==> src/rtl/gin_bus_sender.sv <==
`default_nettype none
// ============================================================================
// Module      : gin_bus_sender
// Description : Transmitting end of the GIN tagged-multicast bus. A small FIFO
//               feeds a held output register with per-word delivery counting
//               and a sticky stall indicator.
// Revision    : 1.0 - initial release
// ============================================================================
module gin_bus_sender #(
  parameter int DATA_WIDTH  = 64,
  parameter int TAG_WIDTH   = 4,
  parameter int DEPTH       = 4,
  parameter int CNT_WIDTH   = 16,
  parameter int STALL_LIMIT = 255
) (
  input  logic                     link_clk,
  input  logic                     reset,
  input  logic [DATA_WIDTH-1:0]    src_data,
  input  logic [TAG_WIDTH-1:0]     src_tag,
  input  logic                     src_valid,
  output logic                     src_ready,
  output logic [DATA_WIDTH-1:0]    data_out,
  output logic [TAG_WIDTH-1:0]     tag_out,
  output logic                     enable_out,
  input  logic                     ready_in,
  output logic [$clog2(DEPTH):0]   fifo_count,
  output logic [CNT_WIDTH-1:0]     sent_count,
  output logic                     stall_flag,
  input  logic                     clear_stall
);

  localparam int c_AW = $clog2(DEPTH);
  localparam int c_SW = $clog2(STALL_LIMIT + 1);
  localparam logic [c_AW:0]   c_FULL       = (c_AW + 1)'(DEPTH);
  localparam logic [c_SW-1:0] c_STALL_MAX  = c_SW'(STALL_LIMIT);
  localparam logic [c_SW-1:0] c_STALL_PRE  = c_SW'(STALL_LIMIT - 1);

  logic [DATA_WIDTH-1:0] r_mem_data [DEPTH];
  logic [TAG_WIDTH-1:0]  r_mem_tag  [DEPTH];
  logic [c_AW-1:0]       r_wr_ptr;
  logic [c_AW-1:0]       r_rd_ptr;
  logic [c_AW:0]         r_count;
  logic                  r_src_en;
  logic [DATA_WIDTH-1:0] r_data;
  logic [TAG_WIDTH-1:0]  r_tag;
  logic                  r_enable;
  logic [CNT_WIDTH-1:0]  r_sent;
  logic [c_SW-1:0]       r_stall_cnt;
  logic                  r_stall_flag;

  logic w_push;
  logic w_pop;
  logic w_done;
  logic w_empty;
  logic w_blocked;
  logic w_stall_hit;

  // r_src_en keeps src_ready low until the first edge after reset release
  assign src_ready   = r_src_en && (r_count != c_FULL);
  assign w_empty     = (r_count == '0);
  assign w_push      = src_valid && src_ready;
  assign w_done      = r_enable && ready_in;
  assign w_pop       = (!r_enable || ready_in) && !w_empty;
  assign w_blocked   = r_enable && !ready_in;
  // Also true once saturated, so a concurrent clear_stall loses while blocked
  assign w_stall_hit = w_blocked && (r_stall_cnt >= c_STALL_PRE);

  assign data_out   = r_data;
  assign tag_out    = r_tag;
  assign enable_out = r_enable;
  assign fifo_count = r_count;
  assign sent_count = r_sent;
  assign stall_flag = r_stall_flag;

  always_ff @(posedge link_clk) begin
    if (w_push) begin
      r_mem_data[r_wr_ptr] <= src_data;
      r_mem_tag[r_wr_ptr]  <= src_tag;
    end
  end

  always_ff @(posedge link_clk or negedge reset) begin
    if (!reset) begin
      r_wr_ptr <= '0;
      r_rd_ptr <= '0;
      r_count  <= '0;
      r_src_en <= 1'b0;
    end else begin
      r_src_en <= 1'b1;
      if (w_push) r_wr_ptr <= r_wr_ptr + 1'b1;
      if (w_pop)  r_rd_ptr <= r_rd_ptr + 1'b1;
      case ({w_push, w_pop})
        2'b10:   r_count <= r_count + 1'b1;
        2'b01:   r_count <= r_count - 1'b1;
        default: r_count <= r_count;
      endcase
    end
  end

  always_ff @(posedge link_clk or negedge reset) begin
    if (!reset) begin
      r_data   <= '0;
      r_tag    <= '0;
      r_enable <= 1'b0;
    end else if (w_pop) begin
      r_data   <= r_mem_data[r_rd_ptr];
      r_tag    <= r_mem_tag[r_rd_ptr];
      r_enable <= 1'b1;
    end else if (w_done) begin
      r_data   <= '0;
      r_tag    <= '0;
      r_enable <= 1'b0;
    end
  end

  always_ff @(posedge link_clk or negedge reset) begin
    if (!reset) begin
      r_sent <= '0;
    end else if (w_done) begin
      r_sent <= r_sent + 1'b1;
    end
  end

  always_ff @(posedge link_clk or negedge reset) begin
    if (!reset) begin
      r_stall_cnt  <= '0;
      r_stall_flag <= 1'b0;
    end else begin
      if (w_blocked) begin
        if (r_stall_cnt != c_STALL_MAX) r_stall_cnt <= r_stall_cnt + 1'b1;
      end else begin
        r_stall_cnt <= '0;
      end
      if (w_stall_hit)      r_stall_flag <= 1'b1;
      else if (clear_stall) r_stall_flag <= 1'b0;
    end
  end

endmodule
`default_nettype wire

==> config.mk <==
export PLATFORM = sky130hd
export DESIGN_NAME = gin_bus_sender
export DESIGN_NICKNAME = d
export VERILOG_FILES = /design/src/rtl/gin_bus_sender.sv
export SDC_FILE = /design/constraint.sdc
export NUM_CORES = 1
export LEC_CHECK = 0
export ABC_AREA = 1
export ABC_CLOCK_PERIOD_IN_PS = 5700
export CORE_ASPECT_RATIO = 1.2
export CORE_MARGIN = 5
export CORE_UTILIZATION = 56
export DETAILED_ROUTE_END_ITERATION = 10
export PLACE_DENSITY = 0.79
export SLEW_MARGIN = 30
export SYNTH_ARGS = -nofsm -noshare
export SYNTH_HDL_FRONTEND = slang
export SYNTH_SLANG_ARGS = --single-unit
==> constraint.sdc <==
create_clock -name link_clk -period 5.7 [get_ports link_clk]
set_input_delay 1.425 -clock link_clk [delete_from_list [all_inputs] [get_ports link_clk]]
set_output_delay 1.425 -clock link_clk [all_outputs]
set_load 0.005 [all_outputs]
==> run_results.csv, run 1 <==
group,metric,value,unit
run_status,outcome,"complete, no violations",
power,power,8.84,mW
timing,finalClockSkew,10.7,ps
power,cellPowerDensity,499,nW/um^2
worst_setup_path,required,6090,ps
synthesis,syn_inst,1237,
timing,tns,0,ps
grt,grt_pass1_wl,52.8,mm
worst_setup_path,critPathSlowestCell,"clkdlybuf4s50_1",
clock_tree,cts_made_buffers,37,
floorplanning,dieWidth,158,um
floorplanning,floorplan.initialDensity,0.571,
grt,grt.total_usage,0.226,
timing,max-slew-margin-rel,0.371,
run,maxCapViolCount,0,
synthesis,synth_area_per_cell,11.8,um^2
detailed_routing,drtPass1Iterations,5,
hold_path,holdPathStages,2,
synthesis,synth.cell_area,14600,um^2
synthesis,synth_area_leader_cell,"edfxtp_1",
placement,io_buffers,162,
worst_setup_path,critical_path_class,"input port to flip-flop",
cells_and_area,drive_gt1_frac,0.0589,
synthesis,ys_seq_elements,374,
timing,final_max_slew_viol_count,0,
clock_tree,clkTransAtPathRegs,60,ps
synthesis,synth_edf_count,272,
worst_setup_path,crit_top_cell,"inv_2",
worst_setup_path,cp_max_fo,36,
synthesis,ys_async_sr_fraction,0.273,
clock_tree,cts_resized,0,
cells_and_area,fin_util,0.691,
timing,hold_viol_final,0,
timing,setup_violations,0,
worst_setup_path,arrival,4020,ps
detailed_routing,drc_errors,0,
grt,grt_pass1_vias,9912,
clock_tree,cts-hold-fix-buffers,0,
placement,gp_congestion,0.838,
floorplanning,die_area,29500,um^2
worst_setup_path,crit_chain,"clkdlybuf4s50_1 -> nor2_2 -> inv_2 -> nand2_2 -> inv_2 -> ha_1 -> inv_1 -> fa_1 -> a21oi_1 -> o21ai_0 -> xor2_1",
synthesis,synth_area_leaders,"edfxtp_1, dfrtp_1, nand2_1",
worst_setup_path,rr_worst_depth,6,
clock_tree,root_buffer,"clkbuf_16",
floorplanning,core-area,25600,um^2
timing,fmax,0.276,GHz
clock_tree,clock_latency,520,ps
hold_path,hold_path.class,"flip-flop to flip-flop",
grt,grt_max_degree,78,
detailed_routing,wl_per_cell,19.0,um
placement,dpl.hpwl,18.4,mm
synthesis,synth-seq-area-share,0.732,
detailed_routing,vias,9815,
detailed_routing,drt_iter0_markers,808,
detailed_routing,viasPerCell,5.63,
worst_setup_path,reg2reg_from,"r_rd_ptr[0]$_DFFE_PN0P_",
timing,tightest_slew,944,ps
floorplanning,die_h,187,um
power,vdd_drop_max,0.326,mV
hold_path,hp-start,"data_out[57]$_DFFE_PN0P_",
clock_tree,cts_max_level,2,
cells_and_area,areaGrowthSynthToFinish,21.0,%
detailed_routing,antenna_left,0,
timing,min_period_over_period,0.637,
grt,grt_overflow,0,
clock_tree,cts_tree,"done",
clock_tree,cts_setup_buffers,0,
synthesis,synth_top_area_share,0.558,
clock_tree,cts_max_path_buffers,3,
synthesis,ys.flop_type,"edfxtp_1",
worst_setup_path,slowest_delay,610,ps
synthesis,yosys_warnings,0,
synthesis,synth_cell_types,31,
cells_and_area,nNetsFinal,1464,
floorplanning,rows,64,
worst_setup_path,crit_path_end_kind,"flip-flop",
power,p_leak,6.94,nW
grt,antenna_found_initial,2,
detailed_routing,totalWireLength,33.1,mm
synthesis,synth_nets,1319,
worst_setup_path,start_kind,"input port",
clock_tree,cts.sinks,374,
floorplanning,ios,163,
worst_setup_path,cp-startpoint,"ready_in",
timing,min_period,3630,ps
timing,rsz0062_at_grt,"no",
-- worst max-delay path, delay by kind of cell --
| family | cells | cell delay, ps |
|---|---|---|
| XOR/XNOR | 1 | 160 |
| AND/OR/NAND/NOR | 2 | 220 |
| AO/OA/AOI/OAI | 2 | 250 |
| buffers and inverters | 4 | 1320 |
| adder cells (fa/ha/maj) | 2 | 650 |
-- routing by layer --
layer  global-route usage  vias to the layer above  wire [um]
met1                0.293                     4801      12600
met3               0.0340                       54       2480
met4               0.0665                        0        729
li1                     -                     4556          -
met5                    0                        -          0
met2                0.394                      404      17300
-- final timing paths --
check / endpoint / slack (ps)
setup / recovery: fifo_count[2]$_DFFE_PN0P_ / 2070
hold / removal: data_out[57]$_DFFE_PN0P_ / 510
setup reg to reg: data_out[39]$_DFFE_PN0P_ / 2900
hold reg to reg: data_out[57]$_DFFE_PN0P_ / 510
max in group asynchronous: data_out[63]$_DFFE_PN0P_ / 3560
min in group asynchronous: r_stall_cnt[3]$_DFFE_PN0P_ / 1020
-- power breakdown --
group	switching [mW]	internal, mW	total, mW
combinational	1.63	1.06	2.69
clock	0.977	1.41	2.38
sequential	0.323	3.45	3.77
total	2.93	5.91	8.84
-- registers in the layout, summed over array words and instances, names as in the netlist --
name and count:
r_mem_data 256, r_mem_tag 16, enable_out 1, stall_flag 1
r_src_en 1, sent_count 16, fifo_count 3, r_stall_cnt 8
r_rd_ptr 2, r_wr_ptr 2, tag_out 4, data_out 64
-- cells in the final DEF, fill, tap and decap left out, drive strengths merged --
| cell | n |
|---|---|
| nand2 | 386 |
| nand3 | 286 |
| edfxtp | 272 |
| clkdlybuf4s50 | 161 |
| dfrtp | 102 |
| clkbuf | 52 |
| inv | 40 |
| nor2 | 34 |
| buf | 13 |
| o21ai | 10 |
| clkinv | 10 |
| ha | 8 |
| xor2 | 7 |
| xnor2 | 6 |
| nand4 | 5 |
| diode | 3 |
| a31oi | 3 |
| bufinv | 3 |
| nor3 | 3 |
| a21oi | 2 |
| a21boi | 1 |
| o22ai | 1 |
| mux2 | 1 |
| o21bai | 1 |
| fa | 1 |
| clkinvlp | 1 |
| conb | 1 |
-- cells by family after synthesis --
logic type / after synthesis / synth area share
AO/OA/AOI/OAI: 18 / 0.00684
XOR/XNOR: 13 / 0.00778
adder cells (fa/ha/maj): 9 / 0.00821
buffers and inverters: 107 / 0.0328
flip-flops: 374 / 0.732
multiplexers: 1 / 0.000769
other: 1 / 0.000256
AND/OR/NAND/NOR: 714 / 0.211
-- synth_stat cells (4+ instances only) --
cell / n
edfxtp_1: 272
nand2_1: 385
ha_1: 8
dfrtp_1: 102
clkbuf_1: 9
nand3_1: 285
xnor2_1: 6
inv_1: 35
nand4_1: 5
o21ai_0: 8
xor2_1: 7
nor2_1: 31
buf_2: 54
inv_2: 4
-- cell type report --
type | instances | area (um^2)
Clock inverter | 15 | 154
Multi-Input combinational cell | 756 | 3480
Tap cell | 330 | 413
Antenna cell | 3 | 7.51
Fill cell | 1769 | 7920
Clock buffer | 52 | 1030
Inverter | 39 | 149
Sequential cell | 374 | 10700
Timing Repair Buffer | 174 | 1740
-- through the flow --
| step | cells | hold WS [ps] | cell area [um^2] | setup WS, ps |
|---|---|---|---|---|
| after global placement | 1672 | 492 | 16500 | 1610 |
| after detailed placement | 1673 | 497 | 16500 | 1620 |
| final | 1743 | 506 | 17700 | 2070 |
| after CTS | 1740 | 511 | 17700 | 2160 |
| after global routing | 1742 | 525 | 17700 | 1920 |
| after floorplan | 1237 | 472 | 14600 | 752 |
(Power assumes the default switching activity.)
==> run 2, diff against run 1 <==
--- a/config.mk
+++ b/config.mk
@@ -6,7 +6,7 @@
 export NUM_CORES = 1
 export LEC_CHECK = 0
 export ABC_AREA = 1
-export ABC_CLOCK_PERIOD_IN_PS = 5700
+export ABC_CLOCK_PERIOD_IN_PS = 3400
 export CORE_ASPECT_RATIO = 1.2
 export CORE_MARGIN = 5
 export CORE_UTILIZATION = 56
==> constraint.sdc (replaced) <==
create_clock -name link_clk -period 3.4 [get_ports link_clk]
set_input_delay 0.85 -clock link_clk [delete_from_list [all_inputs] [get_ports link_clk]]
set_output_delay 0.85 -clock link_clk [all_outputs]
set_load 0.005 [all_outputs]
==> run 2 against run 1 <==
Critical path depth fell by 8. Combinational power rose by 70%. Die area did not move. Cell area rose by 1.4%. Routed wire length rose by 0.77%. Sequential share of layout area fell by 0.82 points. First-iteration DRC count fell by 9.2%. Sequential cell count did not move. Sequential power rose by 67%. Final cell count rose by 0.69%. Clock power rose by 81%. Global-route usage barely moved. Largest power group unchanged. Highest routed layer is now met5.
==> run_results.csv, run 2 (same netlist as run 1, synthesis figures left out) <==
group,metric,value,unit
cells_and_area,largest_register_ff_count,256,
hold_path,hold_path.class,"input port to asynchronous set/reset pin",
worst_setup_path,required,2550,ps
placement,gp_congestion,0.828,
floorplanning,dieWidth,158,um
timing,finalClockSkew,21.1,ps
clock_tree,clock_latency,520,ps
grt,grt_pass1_vias,9992,
cells_and_area,multi_input_area,3470,um^2
placement,dpl.hpwl,18.6,mm
detailed_routing,vias,9765,
cells_and_area,register_area,10700,um^2
cells_and_area,nNetsFinal,1475,
cells_and_area,fillers,1791,
detailed_routing,viasPerCell,5.56,
timing,min_period,2580,ps
detailed_routing,drt_iter0_markers,734,
clock_tree,cts-hold-fix-buffers,0,
timing,tightest_slew,933,ps
cells_and_area,top_register,"r_mem_data",
floorplanning,die_h,187,um
power,cellPowerDensity,845,nW/um^2
worst_setup_path,arrival,1730,ps
placement,io_buffers,162,
worst_setup_path,start_kind,"flip-flop",
grt,grt.total_usage,0.226,
clock_tree,root_buffer,"clkbuf_16",
detailed_routing,wl_per_cell,19.0,um
run,maxCapViolCount,0,
clock_tree,cts_setup_buffers,0,
cells_and_area,layout_common_cells,"nand2_1, nand3_1, edfxtp_1",
clock_tree,clkTransAtPathRegs,70,ps
power,power,15.2,mW
clock_tree,cts.sinks,374,
cells_and_area,final_common_cell,"nand2_1",
cells_and_area,fin_util,0.700,
clock_tree,cts_max_path_buffers,3,
power,vdd_drop_max,0.554,mV
grt,grt_pass1_wl,52.2,mm
floorplanning,core-area,25600,um^2
worst_setup_path,cp_max_fo,4,
floorplanning,floorplan.initialDensity,0.571,
cells_and_area,areaGrowthSynthToFinish,22.6,%
worst_setup_path,critical_path_class,"flip-flop to output port",
floorplanning,die_area,29500,um^2
run_status,outcome,"complete, no violations",
detailed_routing,totalWireLength,33.4,mm
grt,grt_overflow,0,
cells_and_area,drive_gt1_frac,0.0759,
detailed_routing,drc_errors,0,
timing,max-slew-margin-rel,0.378,
detailed_routing,antenna_left,0,
worst_setup_path,crit_path_end_kind,"output port",
grt,antenna_found_initial,3,
clock_tree,cts_tree,"done",
power,p_leak,7.07,nW
grt,grt_max_degree,78,
timing,hold_viol_final,0,
clock_tree,cts_made_buffers,37,
clock_tree,cts_max_level,2,
floorplanning,rows,64,
timing,setup_violations,0,
timing,min_period_over_period,0.758,
floorplanning,ios,163,
clock_tree,cts_resized,0,
timing,final_max_slew_viol_count,0,
timing,fmax,0.388,GHz
timing,rsz0062_at_grt,"no",
detailed_routing,drtPass1Iterations,6,
==> run 2: cell types whose count changed in the layout (fill, tap and decap cells not counted), sizes merged <==
cell      previous run  this run
buf                 13        24
clkbuf              52        47
bufinv               3         5
inv                 40        42
clkinv              10        11
clkinvlp             1         2
==> run 2: worst paths after layout <==
check / depth (start not counted) / slack (ps) / from / endpoint
max in group asynchronous: 2 / 2240 / reset / data_out[16]$_DFFE_PN0P_
min: 1 / 400 / reset / r_stall_cnt[2]$_DFFE_PN0P_
max: 3 / 820 / fifo_count[0]$_DFFE_PN0P_ / src_ready
min in group link_clk: 2 / 510 / data_out[9]$_DFFE_PN0P_ / data_out[9]$_DFFE_PN0P_
min reg2reg: 2 / 510 / data_out[9]$_DFFE_PN0P_ / data_out[9]$_DFFE_PN0P_
max reg2reg: 5 / 1360 / r_rd_ptr[0]$_DFFE_PN0P_ / data_out[32]$_DFFE_PN0P_
==> run 2: critical path, cell delays in order (launching register included) <==
cell	delay, ps
dfrtp_1	410
nor2_1	60
a21boi_1	180
clkdlybuf4s50_1	560
==> run 2: cell type report <==
| class | count | share of cell area |
|---|---|---|
| clock buffer | 47 | 0.0588 |
| timing repair buffer | 185 | 0.104 |
| tap | 330 | 0.0230 |
| multi-input combinational | 756 | 0.193 |
| sequential | 374 | 0.598 |
| inverter | 39 | 0.00830 |
| antenna | 3 | 0.000418 |
| clock inverter | 21 | 0.0143 |
==> run 2: metal layers <==
| layer | part of all wire | track usage | up-vias |
|---|---|---|---|
| li1 | - | - | 4569 |
| met1 | 0.37 | 0.272 | 4784 |
| met3 | 0.070 | 0.0437 | 72 |
| met5 | 0.00057 | 0 | - |
| met4 | 0.029 | 0.0794 | 2 |
| met2 | 0.53 | 0.404 | 338 |
==> run 2: power breakdown <==
part / switching, mW / internal (mW) / leakage (nW)
combinational: 2.73 / 1.83 / 2.70
sequential: 0.520 / 5.78 / 3.73
clock: 1.70 / 2.60 / 0.646
total: 4.95 / 10.2 / 7.07
==> run 2: stage by stage <==
stage	hold WS (ps)	area, um^2	cells	setup slack [ps]	TNS, ps
global route	445	17900	1754	716	0
CTS	422	17900	1752	770	0
global placement	487	16600	1684	643	0
detailed placement	499	16600	1684	609	0
floorplan	472	14600	1237	-973	-264600
finish	396	17900	1755	823	0
==> run 3, diff against run 2 <==
--- a/config.mk
+++ b/config.mk
@@ -6,7 +6,7 @@
 export NUM_CORES = 1
 export LEC_CHECK = 0
 export ABC_AREA = 1
-export ABC_CLOCK_PERIOD_IN_PS = 3400
+export ABC_CLOCK_PERIOD_IN_PS = 2700
 export CORE_ASPECT_RATIO = 1.2
 export CORE_MARGIN = 5
 export CORE_UTILIZATION = 56
==> constraint.sdc (replaced) <==
create_clock -name link_clk -period 2.7 [get_ports link_clk]
set_input_delay 0.675 -clock link_clk [delete_from_list [all_inputs] [get_ports link_clk]]
set_output_delay 0.675 -clock link_clk [all_outputs]
set_load 0.005 [all_outputs]
==> run 3 against run 2 <==
Routed wire length shrank 1.5%. Sequential cell count is the same. Clock power grew 19%. Cell area shrank 0.16%. Count of clock-buffer cells in the layout grew 12. Sequential power rose by 24%. Register-to-register slack worse by 550 ps. Setup slack worse by 460 ps. Die area is the same. Global-route usage up 0.072 points. Total power grew 24%. Largest power group unchanged.
==> run_results.csv, run 3 (same netlist as run 1, synthesis figures left out) <==
group,metric,value,unit
run_status,outcome,"complete, no violations",
timing,fmax,0.428,GHz
detailed_routing,top_layer,"met5",
detailed_routing,drc_errors,0,
timing,max-slew-margin-rel,0.371,
detailed_routing,viasPerCell,5.62,
detailed_routing,drtPass1Iterations,5,
timing,tightest_slew,943,ps
cells_and_area,largest_register_ff_count,256,
detailed_routing,totalWireLength,32.9,mm
floorplanning,die_area,29500,um^2
worst_setup_path,arrival,1660,ps
power,internal_power,12.7,mW
cells_and_area,final_common_cell,"nand2_1",
floorplanning,floorplan.initialDensity,0.571,
power,netSwitchingFraction,0.325,
timing,setup_violations,0,
worst_setup_path,cp_max_fo,4,
worst_setup_path,crit_chain,"nor2_1 -> a21boi_1 -> clkdlybuf4s50_1",
clock_tree,cts_tree,"done",
cells_and_area,layout_common_cells,"nand2_1, nand3_1, edfxtp_1",
cells_and_area,drive_gt1_frac,0.0677,
worst_setup_path,crit_path_end_kind,"output port",
timing,rsz0062_at_grt,"no",
placement,dp_slack,59.8,ps
worst_setup_path,cp_num_cells,3,
grt,grt_overflow,0,
power,power_frac_seq,0.416,
grt,antenna_found_initial,3,
worst_setup_path,cp_num_buf_inv,1,
power,vdd_drop_max,0.796,mV
timing,min_period,2340,ps
grt,grt_max_degree,138,
power,p_leak,7.04,nW
worst_setup_path,rr_worst_depth,10,
grt,grt_pass1_vias,10230,
worst_setup_path,start_kind,"flip-flop",
cells_and_area,final_cells,1750,
floorplanning,dieWidth,158,um
run,maxCapViolCount,0,
detailed_routing,met3_length,2.28,mm
detailed_routing,antenna_left,0,
cells_and_area,fillers,1777,
detailed_routing,vias,9840,
grt,grt.total_usage,0.227,
clock_tree,cts_resized,0,
clock_tree,clock_latency,510,ps
cells_and_area,areaGrowthSynthToFinish,22.4,%
clock_tree,cts_made_buffers,36,
grt,grt_pass1_wl,52.9,mm
timing,final_max_slew_viol_count,0,
clock_tree,cts-hold-fix-buffers,0,
cells_and_area,top_register,"r_mem_data",
clock_tree,clkTransAtPathRegs,60,ps
hold_path,hold_path.class,"input port to asynchronous set/reset pin",
detailed_routing,wl_per_cell,18.8,um
cells_and_area,final_area,17900,um^2
worst_setup_path,slowest_delay,530,ps
placement,dpl.hpwl,18.5,mm
clock_tree,cts_setup_buffers,0,
worst_setup_path,path_delay_family,"buffers and inverters",
placement,placed_area,16700,um^2
clock_tree,cts_max_level,2,
power,power,18.8,mW
worst_setup_path,critPathSlowestCell,"clkdlybuf4s50_1",
timing,min_period_over_period,0.866,
power,cellPowerDensity,1050,nW/um^2
placement,dp.cells,1683,
placement,gp_congestion,0.843,
worst_setup_path,required,2030,ps
cells_and_area,fin_util,0.699,
floorplanning,rows,64,
cells_and_area,nNetsFinal,1473,
floorplanning,die_h,187,um
power,pwr-share-clk,0.271,
worst_setup_path,critical_path_class,"flip-flop to output port",
clock_tree,cts_max_path_buffers,3,
detailed_routing,wl_met2,17.3,mm
floorplanning,core-area,25600,um^2
detailed_routing,wl_met1,12.6,mm
detailed_routing,drt_iter0_markers,694,
timing,finalClockSkew,20.2,ps
placement,io_buffers,162,
timing,hold_viol_final,0,
power,power_switching,6.12,mW
clock_tree,root_buffer,"clkbuf_16",
clock_tree,cts.sinks,374,
timing,holdWs,122,ps
power,pwr-share-comb,0.313,
timing,worst_slack,362,ps
floorplanning,ios,163,
timing,tns,0,ps
[run 3: area by class of cell]
cell class                      count  area (um^2)  share of cell area
Clock buffer                       59         1100              0.0613
Tap cell                          330          413              0.0230
Sequential cell                   374        10700               0.599
Timing Repair Buffer              184         1930               0.108
Inverter                           39          149             0.00831
Multi-Input combinational cell    756         3480               0.194
Clock inverter                      7          118             0.00656
Antenna cell                        1         2.50            0.000140
[run 3: path summary, 6_finish.rpt]
path                                           start  slack [ps]                    endpoint
max                        fifo_count[0]$_DFFE_PN0P_         360                   src_ready
min                                            reset         120  r_stall_cnt[2]$_DFFE_PN0P_
max reg2reg                fifo_count[0]$_DFFE_PN0P_         810   fifo_count[2]$_DFFE_PN0P_
min reg2reg                   tag_out[1]$_DFFE_PN0P_         510      tag_out[1]$_DFFE_PN0P_
max in group asynchronous                      reset        1830   sent_count[1]$_DFFE_PN0P_
min in group link_clk         tag_out[1]$_DFFE_PN0P_         510      tag_out[1]$_DFFE_PN0P_
[run 3: worst reg2reg max path: cells and delay by family, from the launching register on]
| kind | cells | cell delay [ps] |
|---|---|---|
| fa+ha+maj | 2 | 520 |
| buf+inv | 3 | 240 |
| simple gates | 2 | 160 |
| flops | 1 | 410 |
| compound gates | 2 | 270 |
| xor+xnor | 1 | 160 |
[run 3: power by group through the flow]
| stage | Combinational (mW) | Clock, mW | Sequential, mW |
|---|---|---|---|
| floorplan | 3.37 | 0 | 7.85 |
| global placement | 5.72 | 0 | 7.92 |
| detailed placement | 5.92 | 0 | 7.94 |
| CTS | 5.98 | 5.17 | 7.85 |
| global route | 6.59 | 5.42 | 7.95 |
| finish | 5.89 | 5.11 | 7.84 |
[run 3: metal layers]
layer | GRT usage | up-vias
met5 | 0 | -
met2 | 0.408 | 357
met1 | 0.280 | 4853
met3 | 0.0407 | 51
li1 | - | 4575
met4 | 0.0636 | 4
